--- src/rtl/cache_pkg.sv ---
// rtl/cache_pkg.sv - shared constants, state encoding and decode helpers for the cache controller
package cache_pkg;

    localparam int NUM_WAYS = 2;
    localparam int NUM_SETS = 4;
    localparam int IDX_W    = 2;
    localparam int WAY_W    = 1;
    localparam int BEATS    = 4;
    localparam int BEAT_W   = 2;

    typedef enum logic [2:0] {
        IDLE = 3'd0,
        TAG  = 3'd1,
        DATA = 3'd2,
        WB   = 3'd3,
        FILL = 3'd4,
        LOAD = 3'd5
    } state_t;

    // Set index to one-hot row select for the arrays.
    function automatic logic [NUM_SETS-1:0] index_onehot(input logic [IDX_W-1:0] idx);
        logic [NUM_SETS-1:0] v;
        v      = '0;
        v[idx] = 1'b1;
        return v;
    endfunction

    // Way number to one-hot per-way strobe.
    function automatic logic [NUM_WAYS-1:0] way_onehot(input logic [WAY_W-1:0] way);
        logic [NUM_WAYS-1:0] v;
        v      = '0;
        v[way] = 1'b1;
        return v;
    endfunction

endpackage

--- src/rtl/cache_ctrl_fsm_if.sv ---
// rtl/cache_ctrl_fsm_if.sv - CPU, array and memory signals of the cache controller
interface cache_ctrl_fsm_if;

    logic                           cpu_req;
    logic                           cpu_rw;
    logic [cache_pkg::IDX_W-1:0]    cpu_index;
    logic [cache_pkg::NUM_WAYS-1:0] hit;
    logic [cache_pkg::NUM_WAYS-1:0] dirty;
    logic                           lru_way;
    logic                           mem_ack;

    logic                           busy;
    logic                           cpu_done;
    logic                           cycle_en;
    logic                           rw;
    logic [cache_pkg::NUM_WAYS-1:0] load;
    logic [cache_pkg::NUM_WAYS-1:0] way_sel;
    logic [cache_pkg::NUM_SETS-1:0] index_dec;
    logic                           mem_rd;
    logic                           mem_wr;
    logic [cache_pkg::BEAT_W-1:0]   beat_cnt;
    logic                           victim;

    // Controller side.
    modport master (
        input  cpu_req, cpu_rw, cpu_index, hit, dirty, lru_way, mem_ack,
        output busy, cpu_done, cycle_en, rw, load, way_sel, index_dec,
               mem_rd, mem_wr, beat_cnt, victim
    );

    // CPU / array / memory side.
    modport slave (
        output cpu_req, cpu_rw, cpu_index, hit, dirty, lru_way, mem_ack,
        input  busy, cpu_done, cycle_en, rw, load, way_sel, index_dec,
               mem_rd, mem_wr, beat_cnt, victim
    );

endinterface

--- src/rtl/burst_counter.sv ---
// rtl/burst_counter.sv - beat counter shared by the writeback and fill bursts
module burst_counter
    import cache_pkg::*;
(
    input  logic              clk,
    input  logic              reset,
    input  logic              en,
    output logic [BEAT_W-1:0] cnt,
    output logic              last
);

    assign last = (cnt == BEAT_W'(BEATS - 1));

    // Advance on each accepted beat; the final beat wraps to 0 for the next burst.
    always_ff @(posedge clk or posedge reset) begin
        if (reset) begin
            cnt <= '0;
        end else if (en) begin
            cnt <= last ? '0 : cnt + BEAT_W'(1);
        end
    end

endmodule

--- src/rtl/cache_ctrl_fsm.sv ---
// rtl/cache_ctrl_fsm.sv - sequencing controller for the phased 2-way write-back cache
module cache_ctrl_fsm
    import cache_pkg::*;
(
    input  logic             clk,
    input  logic             reset,
    cache_ctrl_fsm_if.master bus
);

    state_t             state, state_nxt;
    logic [IDX_W-1:0]   idx_q, idx_nxt;
    logic               rw_q, rw_nxt;
    logic [WAY_W-1:0]   victim_q, victim_nxt;
    logic [WAY_W-1:0]   hit_way_q, hit_way_nxt;

    logic               beat_en;
    logic               beat_last;
    logic [BEAT_W-1:0]  beat_cnt;

    logic                busy_d, cpu_done_d, cycle_en_d, rw_d, mem_rd_d, mem_wr_d;
    logic [NUM_WAYS-1:0] load_d, way_sel_d;
    logic [NUM_SETS-1:0] index_dec_d;

    // Acks only count while a burst is actually in flight.
    assign beat_en = bus.mem_ack && ((state == WB) || (state == FILL));

    burst_counter u_burst_counter (
        .clk   (clk),
        .reset (reset),
        .en    (beat_en),
        .cnt   (beat_cnt),
        .last  (beat_last)
    );

    // State register and the request/lookup values latched alongside it.
    always_ff @(posedge clk or posedge reset) begin
        if (reset) begin
            state     <= IDLE;
            idx_q     <= '0;
            rw_q      <= 1'b0;
            victim_q  <= '0;
            hit_way_q <= '0;
        end else begin
            state     <= state_nxt;
            idx_q     <= idx_nxt;
            rw_q      <= rw_nxt;
            victim_q  <= victim_nxt;
            hit_way_q <= hit_way_nxt;
        end
    end

    // Next-state logic: lookup, optional writeback, fill, load, then replay the lookup.
    always_comb begin
        state_nxt   = state;
        idx_nxt     = idx_q;
        rw_nxt      = rw_q;
        victim_nxt  = victim_q;
        hit_way_nxt = hit_way_q;
        case (state)
            IDLE: begin
                if (bus.cpu_req) begin
                    idx_nxt   = bus.cpu_index;
                    rw_nxt    = bus.cpu_rw;
                    state_nxt = TAG;
                end
            end
            TAG: begin
                if (|bus.hit) begin
                    // Scan high to low so the lowest matching way is the one kept.
                    for (int w = NUM_WAYS - 1; w >= 0; w--) begin
                        if (bus.hit[w]) begin
                            hit_way_nxt = WAY_W'(w);
                        end
                    end
                    state_nxt = DATA;
                end else begin
                    victim_nxt = bus.lru_way;
                    state_nxt  = bus.dirty[bus.lru_way] ? WB : FILL;
                end
            end
            DATA: begin
                state_nxt = IDLE;
            end
            WB: begin
                if (beat_en && beat_last) begin
                    state_nxt = FILL;
                end
            end
            FILL: begin
                if (beat_en && beat_last) begin
                    state_nxt = LOAD;
                end
            end
            LOAD: begin
                state_nxt = TAG;
            end
            default: begin
                state_nxt = IDLE;
            end
        endcase
    end

    // Strobe values for the state being entered, so every output comes straight from a flop.
    always_comb begin
        busy_d      = (state_nxt != IDLE);
        cpu_done_d  = (state_nxt == DATA);
        cycle_en_d  = (state_nxt == DATA) || (state_nxt == LOAD);
        rw_d        = (state_nxt == DATA) && rw_nxt;
        mem_rd_d    = (state_nxt == FILL);
        mem_wr_d    = (state_nxt == WB);
        load_d      = (state_nxt == LOAD) ? way_onehot(victim_nxt) : '0;
        way_sel_d   = (state_nxt == DATA) ? way_onehot(hit_way_nxt) : '0;
        index_dec_d = (state_nxt != IDLE) ? index_onehot(idx_nxt) : '0;
    end

    // Output registers; reset clears them at once, which also aborts any burst.
    always_ff @(posedge clk or posedge reset) begin
        if (reset) begin
            bus.busy      <= 1'b0;
            bus.cpu_done  <= 1'b0;
            bus.cycle_en  <= 1'b0;
            bus.rw        <= 1'b0;
            bus.mem_rd    <= 1'b0;
            bus.mem_wr    <= 1'b0;
            bus.load      <= '0;
            bus.way_sel   <= '0;
            bus.index_dec <= '0;
        end else begin
            bus.busy      <= busy_d;
            bus.cpu_done  <= cpu_done_d;
            bus.cycle_en  <= cycle_en_d;
            bus.rw        <= rw_d;
            bus.mem_rd    <= mem_rd_d;
            bus.mem_wr    <= mem_wr_d;
            bus.load      <= load_d;
            bus.way_sel   <= way_sel_d;
            bus.index_dec <= index_dec_d;
        end
    end

    assign bus.beat_cnt = beat_cnt;
    assign bus.victim   = victim_q;

endmodule

--- src/flat_wrapper.sv ---
// flat-port wrapper written by rule: the top's interface ports become plain ports
module cache_ctrl_fsm_flat import cache_pkg::*;
  (clk, reset, bus_cpu_req, bus_cpu_rw, bus_cpu_index, bus_hit, bus_dirty, bus_lru_way, bus_mem_ack, bus_busy, bus_cpu_done, bus_cycle_en, bus_rw, bus_load, bus_way_sel, bus_index_dec, bus_mem_rd, bus_mem_wr, bus_beat_cnt, bus_victim);
  cache_ctrl_fsm_if bus_i ();
  input  logic clk;
  input  logic reset;
  input wire logic [$bits(bus_i.cpu_req)-1:0] bus_cpu_req;
  input wire logic [$bits(bus_i.cpu_rw)-1:0] bus_cpu_rw;
  input wire logic [$bits(bus_i.cpu_index)-1:0] bus_cpu_index;
  input wire logic [$bits(bus_i.hit)-1:0] bus_hit;
  input wire logic [$bits(bus_i.dirty)-1:0] bus_dirty;
  input wire logic [$bits(bus_i.lru_way)-1:0] bus_lru_way;
  input wire logic [$bits(bus_i.mem_ack)-1:0] bus_mem_ack;
  output wire logic [$bits(bus_i.busy)-1:0] bus_busy;
  output wire logic [$bits(bus_i.cpu_done)-1:0] bus_cpu_done;
  output wire logic [$bits(bus_i.cycle_en)-1:0] bus_cycle_en;
  output wire logic [$bits(bus_i.rw)-1:0] bus_rw;
  output wire logic [$bits(bus_i.load)-1:0] bus_load;
  output wire logic [$bits(bus_i.way_sel)-1:0] bus_way_sel;
  output wire logic [$bits(bus_i.index_dec)-1:0] bus_index_dec;
  output wire logic [$bits(bus_i.mem_rd)-1:0] bus_mem_rd;
  output wire logic [$bits(bus_i.mem_wr)-1:0] bus_mem_wr;
  output wire logic [$bits(bus_i.beat_cnt)-1:0] bus_beat_cnt;
  output wire logic [$bits(bus_i.victim)-1:0] bus_victim;
  assign bus_i.cpu_req = bus_cpu_req;
  assign bus_i.cpu_rw = bus_cpu_rw;
  assign bus_i.cpu_index = bus_cpu_index;
  assign bus_i.hit = bus_hit;
  assign bus_i.dirty = bus_dirty;
  assign bus_i.lru_way = bus_lru_way;
  assign bus_i.mem_ack = bus_mem_ack;
  assign bus_busy = bus_i.busy;
  assign bus_cpu_done = bus_i.cpu_done;
  assign bus_cycle_en = bus_i.cycle_en;
  assign bus_rw = bus_i.rw;
  assign bus_load = bus_i.load;
  assign bus_way_sel = bus_i.way_sel;
  assign bus_index_dec = bus_i.index_dec;
  assign bus_mem_rd = bus_i.mem_rd;
  assign bus_mem_wr = bus_i.mem_wr;
  assign bus_beat_cnt = bus_i.beat_cnt;
  assign bus_victim = bus_i.victim;
  cache_ctrl_fsm u_core (.clk(clk), .reset(reset), .bus(bus_i));
endmodule
--- config.mk ---
export PLATFORM = sky130hd
export DESIGN_NAME = cache_ctrl_fsm_flat
export DESIGN_NICKNAME = d
export VERILOG_FILES = /design/src/rtl/cache_pkg.sv /design/src/rtl/cache_ctrl_fsm_if.sv /design/src/rtl/burst_counter.sv /design/src/rtl/cache_ctrl_fsm.sv /design/src/flat_wrapper.sv
export SDC_FILE = /design/constraint.sdc
export NUM_CORES = 1
export LEC_CHECK = 0
export CAP_MARGIN = 15
export CORE_ASPECT_RATIO = 1.75
export CORE_UTILIZATION = 39
export CTS_CLUSTER_DIAMETER = 60
export CTS_CLUSTER_SIZE = 24
export DETAILED_ROUTE_END_ITERATION = 12
export PLACE_DENSITY = 0.74
export SYNTH_ARGS = -nofsm -noshare
export SYNTH_HDL_FRONTEND = slang
export SYNTH_SLANG_ARGS = --single-unit
--- constraint.sdc ---
create_clock -name clk -period 1.4 [get_ports clk]
set_input_delay 0.14 -clock clk [delete_from_list [all_inputs] [get_ports clk]]
set_output_delay 0.14 -clock clk [all_outputs]
set_load 0.02 [all_outputs]
==> metrics.yaml, run 1 <==
status: "finished, violations left"
failed_checks: "setup timing"
maxCapViolations: 0
synth_seq_cells: 23
clock.fmax_mhz: 652
grt_pass1_vias: 751
area_growth_pct: 54.3
hold-worst-slack_ns: 0.213
grt_setup_unrepaired: "true"
maxSlewViolCount: 0
ios: 29
post-route-min-period_ns: 1.53
worst_pin_slew_ns: 0.405
fin_skew_ns: 0.00552
dieArea_mm2: 0.00283
drc: 0
dp_hpwl_um: 1550
drtAntennaViolNets: 0
syn-mean-instance-area_um2: 12.3
dieHeight_um: 69.6
synthArstFlopShare: 1.00
leakagePower_nw: 0.735
cts_root_buf: "clkbuf_8"
powerDensity_mw_per_mm2: 1980
yosys.area.top_type: "dfrtp_1"
start_util: 0.409
track_usage: 0.165
overflow: 0
antenna_found_initial: 0
dr.pass1.iters: 2
cts.sinks: 23
layout-drive-gt1-share: 0.371
final-setup-viol-count: 12
worstSetupPathType: "register to register"
core-area_mm2: 0.00249
syn_inst: 83
cts_tree: "done"
grt_first_pass_wirelength_um: 3200
finish.net_count: 146
seq_power_share: 0.342
path_cells: "nor4b_4, buf_4, mux2_4, nor2b_1"
worstSetupEndpointType: "register"
antenna_cells: 0
area.sequential_um2: 579
synth_compound_area_frac: 0.108
ctsLongestPathBuffers: 2
drt_wl_total_um: 2180
combPwrFrac: 0.526
clkLatencyLatePin_ns: 0.26
synth.area.mux_share: 0.0688
synth_xor_area_frac: 0
syn_nets: 96
synth-simple-area-share: 0.198
gp_congestion: 0.703
wire_per_inst_um: 13.8
critPathMaxFanout: 4
synthAdderAreaFrac: 0.0123
synth_top_family_by_area: "simple AND/OR/NAND/NOR gates"
num_rows: 24
synth_area_leaders: "dfrtp_1 57%, mux2_2 4.4%, buf_6 3.3%"
synth_edf_count: 0
port_buffers: 28
power_switching_mw: 1.11
timing.final.crit_share: 1.10
ys_seq_area_frac: 0.565
synth.most_common_cell: "dfrtp_1"
slowest_stage: "dfrtp_2"
multi_input_area_um2: 455
hold_viol: 0
dp.cells: 145
synth_common_cells: "23 x dfrtp_1, 6 x nand2_1, 6 x nor2_1"
clk_pin_slew_worst_paths_ns: 0.08
crit_path_start_kind: "register"
drt-initial-drc-count: 2
clockPowerShare: 0.131
num_vias: 797
synth_area_mm2: 0.00102
final_cells: 158
switching_share: 0.358
p_total_mw: 3.11
worst_slack_ns: -0.133
synth_cell_types: 34
max_slew_margin: 0.727
nFillCells: 206
synth_top_area_frac: 0.565
critPathArrivalTime_ns: 1.68
cp.required_ns: 1.55
via_per_inst: 5.04
cts_buffers: 3
ys_warn_count: 0
setup_tns_ns: -0.456
htreeDepth: 1
hp-class: "input port to async pin"
grt_max_degree: 24
critPathMaxStageDelay_ns: 0.45
fin_util: 0.631
intPower_mw: 1.99
ys.flop_type: "dfrtp_1"
peakVddDrop_uv: 929
die_w_um: 40.6
[final timing paths]
path / cells past startpoint / to / start / slack [ns]
min reg2reg: 1 / u_core.rw_q / u_core.rw_q / 0.50
max: 4 / u_core.bus.rw / u_core.state[2] / -0.13
min in group clk: 1 / u_core.rw_q / u_core.rw_q / 0.50
max reg2reg: 4 / u_core.bus.rw / u_core.state[2] / -0.13
max in group asynchronous: 3 / u_core.state[2] / reset / 0.95
min: 3 / u_core.bus.mem_wr / reset / 0.21
[metal layers]
metal,track usage,routed length (µm)
met3,0.0288,71
met1,0.182,869
met4,0.0778,40
met5,0,0
met2,0.280,1200
[per-stage QoR]
| step | worst slack, ns | cell area (µm²) |
|---|---|---|
| floorplan | -0.00933 | 1020 |
| finish | -0.133 | 1570 |
| global placement | -0.171 | 1380 |
| detailed placement | -0.214 | 1380 |
| global route | -0.172 | 1570 |
| CTS | -0.0872 | 1470 |
[cell families (layout without fill, tap and decap cells)]
family | count (synthesis) | after routing
AOI/OAI and AO/OA | 16 | 16
adders and majority gates | 1 | 1
buffers and inverters | 7 | 56
DFF | 23 | 23
muxes | 6 | 6
and+or+nand+nor | 30 | 30
[power groups by stage]
stage                     Combinational, mW  Sequential, mW  Clock, mW
after floorplan                       0.628            1.23          0
after global placement                 1.28            1.07          0
after detailed placement               1.32            1.08          0
after CTS                              1.40            1.08      0.419
after global routing                   1.75            1.10      0.451
final                                  1.64            1.06      0.407
[placed cells by master (no fill, tap or decap), types with 3 or more instances in the layout]
cell type,instances
clkdlybuf4s50_1,26
dfrtp_1,20
buf_4,16
nor2_1,6
nand2_1,5
buf_6,4
inv_1,3
nor2b_1,3
mux2_4,3
clkbuf_8,3
dfrtp_2,3
[sequential cells by signal, indices dropped and copies added, names as in the netlist]
register and cells:
u_core.bus.busy 1, u_core.bus.cpu_done 1, u_core.bus.cycle_en 1, u_core.bus.index_dec 4, u_core.bus.load 2, u_core.bus.mem_rd 1, u_core.bus.mem_wr 1, u_core.bus.rw 1
u_core.bus.victim 1, u_core.bus.way_sel 2, u_core.idx_q 2, u_core.rw_q 1, u_core.state 3, u_core.u_burst_counter.cnt 2
[timing repair]
item                       in CTS  in global routing
setup endpoints to repair      14                 13
buffers inserted                3                  7
pin swaps                       3                  4
resized for setup               9                 18
hold buffers                    0                  0
hold endpoints to repair        0                  0
gates cloned                    0                  0
[critical path, delay by kind of cell, from the launching register on]
| family | cells | cell delay [ns] |
|---|---|---|
| muxes | 1 | 0.30 |
| buffers and inverters | 1 | 0.18 |
| DFF | 1 | 0.45 |
| and+or+nand+nor | 2 | 0.50 |
[area by class of cell]
cell class | instances | area share
multi-input cells | 53 | 0.290
inverters | 4 | 0.00955
well taps | 26 | 0.0207
clock buffers | 3 | 0.0263
clock inverters | 1 | 0.00318
flip-flops and latches | 23 | 0.369
repair buffers | 48 | 0.282
(Power assumes the default switching activity.)
==> run 2: changes to the inputs <==
--- a/config.mk
+++ b/config.mk
@@ -15,3 +15,4 @@
 export SYNTH_ARGS = -nofsm -noshare
 export SYNTH_HDL_FRONTEND = slang
 export SYNTH_SLANG_ARGS = --single-unit
+export TNS_END_PERCENT = 30
==> metrics.yaml, run 2 (same netlist as run 1, synthesis figures left out) <==
p_total_mw: 2.92  # -6.1%
finish.net_count: 141  # -3.4%
crit_path_start: "u_core.state[1]"
worst_slack_ns: -0.150  # -0.0170 ns
reg2reg_from: "u_core.state[1]"
clockPowerShare: 0.140  # +0.009
overflow: 0  # unchanged
start_util: 0.409  # unchanged
htreeDepth: 1  # unchanged
max_slew_margin: 0.728  # +0.00109
worstSetupEndpointType: "register"
worst_pin_slew_ns: 0.403  # -0.00161 ns
drtAntennaViolNets: 0  # unchanged
dr.pass1.iters: 4  # +2
drt_wl_total_um: 2080  # -4.7%
dieHeight_um: 69.6  # unchanged
cp.required_ns: 1.54  # about the same
grt_setup_unrepaired: "true"
clk_pin_slew_worst_paths_ns: 0.08  # about the same
area_growth_pct: 45.9
cts_buffers: 3  # unchanged
ios: 29  # unchanged
num_rows: 24  # unchanged
gp_congestion: 0.703  # unchanged
cts.sinks: 23  # unchanged
final-setup-viol-count: 8  # -4
critPathArrivalTime_ns: 1.69  # about the same
drc: 0  # unchanged
hold_viol: 0  # unchanged
nFillCells: 204  # -0.97%
cts_tree: "done"
fin_skew_ns: 0.00500  # -0.000518 ns
grt_pass1_vias: 751  # unchanged
antenna_cells: 0  # unchanged
cts_root_buf: "clkbuf_8"
top_register: "u_core.bus.index_dec"
dp_hpwl_um: 1550  # unchanged
die_w_um: 40.6  # unchanged
failed_checks: "setup timing"
clkLatencyLatePin_ns: 0.26  # about the same
antenna_found_initial: 0  # unchanged
maxSlewViolCount: 0  # unchanged
leakagePower_nw: 0.693  # -5.7%
timing.final.crit_share: 1.11  # +0.0121
largest_register_ff_count: 4  # unchanged
grt_max_degree: 24  # unchanged
wire_per_inst_um: 13.6  # -1.6%
num_vias: 791  # -0.75%
critPathMaxFanout: 5  # +1
port_buffers: 28  # unchanged
final_cells: 153  # -3.2%
ctsLongestPathBuffers: 2  # unchanged
layout_common_cells: "26 x clkdlybuf4s50_1, 20 x dfrtp_1, 15 x buf_4"
status: "finished, violations left"
via_per_inst: 5.17  # +2.5%
power_switching_mw: 1.06  # -5.1%
dp.cells: 145  # unchanged
reg_top3: "u_core.bus.index_dec (4), u_core.state (3)"
maxCapViolations: 0  # unchanged
post-route-min-period_ns: 1.55  # +0.0170 ns
combPwrFrac: 0.492  # -0.034
ctsHoldBuffers: 0  # unchanged
grt_first_pass_wirelength_um: 3150  # -1.7%
final_common_cell: "clkdlybuf4s50_1"
seq_power_share: 0.368  # +0.026
track_usage: 0.162  # -0.00302
clock.fmax_mhz: 645  # -1.1%
layout-drive-gt1-share: 0.299  # -0.0720
switching_share: 0.362  # +0.00373
dieArea_mm2: 0.00283  # unchanged
crit_path_start_kind: "register"
core-area_mm2: 0.00249  # unchanged
place_ws_ns: -0.214  # unchanged
hp-class: "input port to async pin"
worstSetupPathType: "register to register"
peakVddDrop_uv: 903  # -2.8%
drt-initial-drc-count: 12  # +10
powerDensity_mw_per_mm2: 1960  # -0.68%
intPower_mw: 1.86  # -6.6%
-- run 2: cell type report --
cell class / count / area [µm²] / area share
sequential: 23 / 579 / 0.390
clock buffer: 3 / 41.3 / 0.0278
timing repair buffer: 43 / 390 / 0.263
tap: 26 / 32.5 / 0.0219
clock inverter: 1 / 5.00 / 0.00337
inverter: 4 / 15.0 / 0.0101
multi-input combinational: 53 / 423 / 0.285
-- run 2: critical path, cell delays in order, from the launching register on --
cell     delay, ns
dfrtp_2       0.47
nor4b_4       0.36
buf_4         0.18
mux2_4        0.30
nor2b_1       0.13
-- run 2: metal layers --
metal / part of all wire / vias up / GRT usage
met5: 0 / - / 0
met1: 0.39 / 385 / 0.179
met2: 0.55 / 24 / 0.273
li1: - / 378 / -
met3: 0.035 / 4 / 0.0288
met4: 0.019 / 0 / 0.0778
-- run 2: stage by stage --
| step | hold WS [ns] | util | area (µm²) | setup TNS [ns] |
|---|---|---|---|---|
| finish | 0.212 | 0.596 | 1490 | -0.304 |
| global route | 0.272 | 0.596 | 1490 | -0.903 |
| CTS | 0.227 | 0.582 | 1450 | -0.230 |
| detailed placement | 0.477 | 0.554 | 1380 | -1.52 |
| global placement | 0.478 | 0.554 | 1380 | -1.06 |
| floorplan | 0.142 | - | 1020 | -0.00933 |
-- run 2: power by group through the flow --
stage	clock, mW	combinational, mW	sequential [mW]
5_1_grt	0.450	1.54	1.11
4_1_cts	0.419	1.36	1.08
3_3_place_gp	0	1.28	1.07
6_report	0.408	1.44	1.07
3_5_place_dp	0	1.32	1.08
2_1_floorplan	0	0.628	1.23
-- run 2: worst paths after layout --
path	to	slack [ns]	depth (start not counted)
min in group clk	u_core.rw_q	0.50	1
worst max-delay path	u_core.bus.rw	-0.15	4
worst min-delay path	u_core.bus.index_dec[1]	0.21	3
worst max register to register	u_core.bus.rw	-0.15	4
max in group asynchronous	u_core.state[2]	0.95	3
worst min register to register	u_core.rw_q	0.50	1
-- run 2: repair_timing --
item | 4_1_cts | 5_1_grt
endpoints found under the setup margin | 14 | 15
setup buffers | 1 | 4
gates resized for setup | 8 | 5
pin swaps | 3 | 1
==> run 3: changes to the inputs <==
--- a/config.mk
+++ b/config.mk
@@ -5,12 +5,15 @@
 export SDC_FILE = /design/constraint.sdc
 export NUM_CORES = 1
 export LEC_CHECK = 0
+export ABC_CLOCK_PERIOD_IN_PS = 1400
 export CAP_MARGIN = 15
 export CORE_ASPECT_RATIO = 1.75
 export CORE_UTILIZATION = 39
 export CTS_CLUSTER_DIAMETER = 60
 export CTS_CLUSTER_SIZE = 24
 export DETAILED_ROUTE_END_ITERATION = 12
+export GPL_ROUTABILITY_DRIVEN = 0
+export GPL_TIMING_DRIVEN = 0
 export PLACE_DENSITY = 0.74
 export SYNTH_ARGS = -nofsm -noshare
 export SYNTH_HDL_FRONTEND = slang
==> metrics.yaml, run 3 (same netlist as run 1, synthesis figures left out) <==
status: "finished, violations left"
failed_checks: "setup timing"
maxCapViolations: 0  # unchanged
finish.net_count: 135  # -4.3%
wire_per_inst_um: 14.2  # +4.9%
overflow: 0  # unchanged
num_rows: 24  # unchanged
grt_first_pass_wirelength_um: 3430  # +9.0%
placed_cell_area_mm2: 0.00133  # -3.5%
grt_max_degree: 24  # unchanged
die_w_um: 40.6  # unchanged
critPathArrivalTime_ns: 1.64  # -0.05 ns
dieHeight_um: 69.6  # unchanged
clockPowerShare: 0.135  # -0.005
hp-class: "input port to async pin"
layout-drive-gt1-share: 0.273  # -0.0265
drt-initial-drc-count: 22  # +10
p_total_mw: 2.97  # +1.9%
worstSetupEndpointType: "register"
port_buffers: 28  # unchanged
worstSetupPathType: "register to register"
timing.final.crit_share: 1.07  # -0.0402
htreeDepth: 1  # unchanged
area_growth_pct: 46.9
cts.sinks: 23  # unchanged
antenna_cells: 0  # unchanged
path_cells: "buf_6, nor4b_4, buf_4, mux2_4, nor2b_4"
combPwrFrac: 0.519  # +0.027
drtAntennaViolNets: 0  # unchanged
largest_register_ff_count: 4  # unchanged
fin_util: 0.600  # +0.00402
cts_buffers: 3  # unchanged
drc: 0  # unchanged
critPathMaxStageDelay_ns: 0.38  # -0.09 ns
grt_pass1_vias: 780  # +3.9%
top_register: "u_core.bus.index_dec"
clk_pin_slew_worst_paths_ns: 0.08  # about the same
start_util: 0.409  # unchanged
crit_path_start_kind: "register"
num_vias: 774  # -2.1%
ios: 29  # unchanged
core-area_mm2: 0.00249  # unchanged
worst_slack_ns: -0.0939  # +0.0563 ns
multi_input_area_um2: 449  # +6.2%
seq_power_share: 0.346  # -0.022
area.sequential_um2: 576  # -0.65%
final-setup-viol-count: 9  # +1
maxSlewViolCount: 0  # unchanged
max_slew_margin: 0.432  # -0.297
clock.fmax_mhz: 669  # +3.8%
post-route-min-period_ns: 1.49  # -0.0563 ns
critPathTopFamily: "flip-flops"
antenna_found_initial: 0  # unchanged
ctsLongestPathBuffers: 2  # unchanged
clkLatencyLatePin_ns: 0.26  # about the same
peakVddDrop_uv: 975  # +7.9%
switching_share: 0.363  # +0.000910
fin_skew_ns: 0.00137  # -0.00363 ns
drt_wl_total_um: 2090  # +0.77%
cp_num_buf_inv: 2  # +1
via_per_inst: 5.27  # +1.8%
slowest_stage: "dfrtp_1"
hold_viol: 0  # unchanged
power_switching_mw: 1.08  # +2.2%
cp.required_ns: 1.55  # about the same
final_cells: 147  # -3.9%
stdcell_area_mm2: 0.00150  # +0.67%
dp_hpwl_um: 1370  # -12%
layout_common_cells: "24 x clkdlybuf4s50_1, 23 x dfrtp_1, 6 x nand2_1"
cts_root_buf: "clkbuf_8"
final_common_cell: "clkdlybuf4s50_1"
rrSetupSlack_ns: -0.09  # +0.06 ns
intPower_mw: 1.90  # +1.8%
dp.cells: 137  # -5.5%
grt_setup_unrepaired: "true"
dr.pass1.iters: 4  # unchanged
cts_tree: "done"
reg_top3: "u_core.bus.index_dec (4), u_core.state (3)"
critPathMaxFanout: 5  # unchanged
powerDensity_mw_per_mm2: 1990  # +1.3%
track_usage: 0.174  # +0.0121
leakagePower_nw: 0.697  # +0.57%
dieArea_mm2: 0.00283  # unchanged
nFillCells: 220  # +7.8%
worst_pin_slew_ns: 0.851  # +0.448 ns
==> run 3: metal layers <==
layer,vias to the layer above,global-route usage,part of all wire
met4,0,0.0778,0.020
met2,25,0.284,0.58
li1,364,-,-
met5,-,0,0
met1,379,0.216,0.36
met3,6,0.0192,0.042
==> run 3: final timing paths <==
check | startpoint | to | depth (start not counted)
max | u_core.state[2] | u_core.bus.rw | 5
min | reset | u_core.rw_q | 2
max reg2reg | u_core.state[2] | u_core.bus.rw | 5
min reg2reg | u_core.rw_q | u_core.rw_q | 1
max in group asynchronous | reset | u_core.state[0] | 2
min in group clk | bus_hit[1] | u_core.bus.way_sel[1] | 3
==> run 3: area by class of cell <==
type	instances	share of cell area
Buffer	3	0.0226
Inverter	4	0.0100
Sequential cell	23	0.385
Multi-Input combinational cell	53	0.300
Clock inverter	1	0.00334
Timing Repair Buffer	34	0.230
Tap cell	26	0.0217
Clock buffer	3	0.0276
==> run 3: power by group through the flow <==
stage               registers, mW  clock network [mW]  logic [mW]
detailed placement           1.03                   0        1.32
global route                 1.06               0.452        1.66
floorplan                    1.23                   0       0.628
CTS                          1.03               0.425        1.45
finish                       1.03               0.401        1.54
global placement             1.02                   0        1.29
==> run 3: what timing repair did <==
action / in CTS / in global routing
buffers inserted: 5 / 1
pin swaps: 3 / 7
endpoints found under the setup margin: 12 / 19
hold buffers: 0 / 0
gates resized for setup: 7 / 12
==> run 3: through the flow <==
step | setup WS (ns) | TNS [ns] | hold WS (ns)
CTS | -0.102 | -0.314 | 0.387
floorplan | -0.00933 | -0.00933 | 0.142
global placement | -0.277 | -2.10 | 0.479
finish | -0.0939 | -0.265 | 0.350
global route | -0.150 | -1.08 | 0.462
detailed placement | -0.352 | -2.52 | 0.487
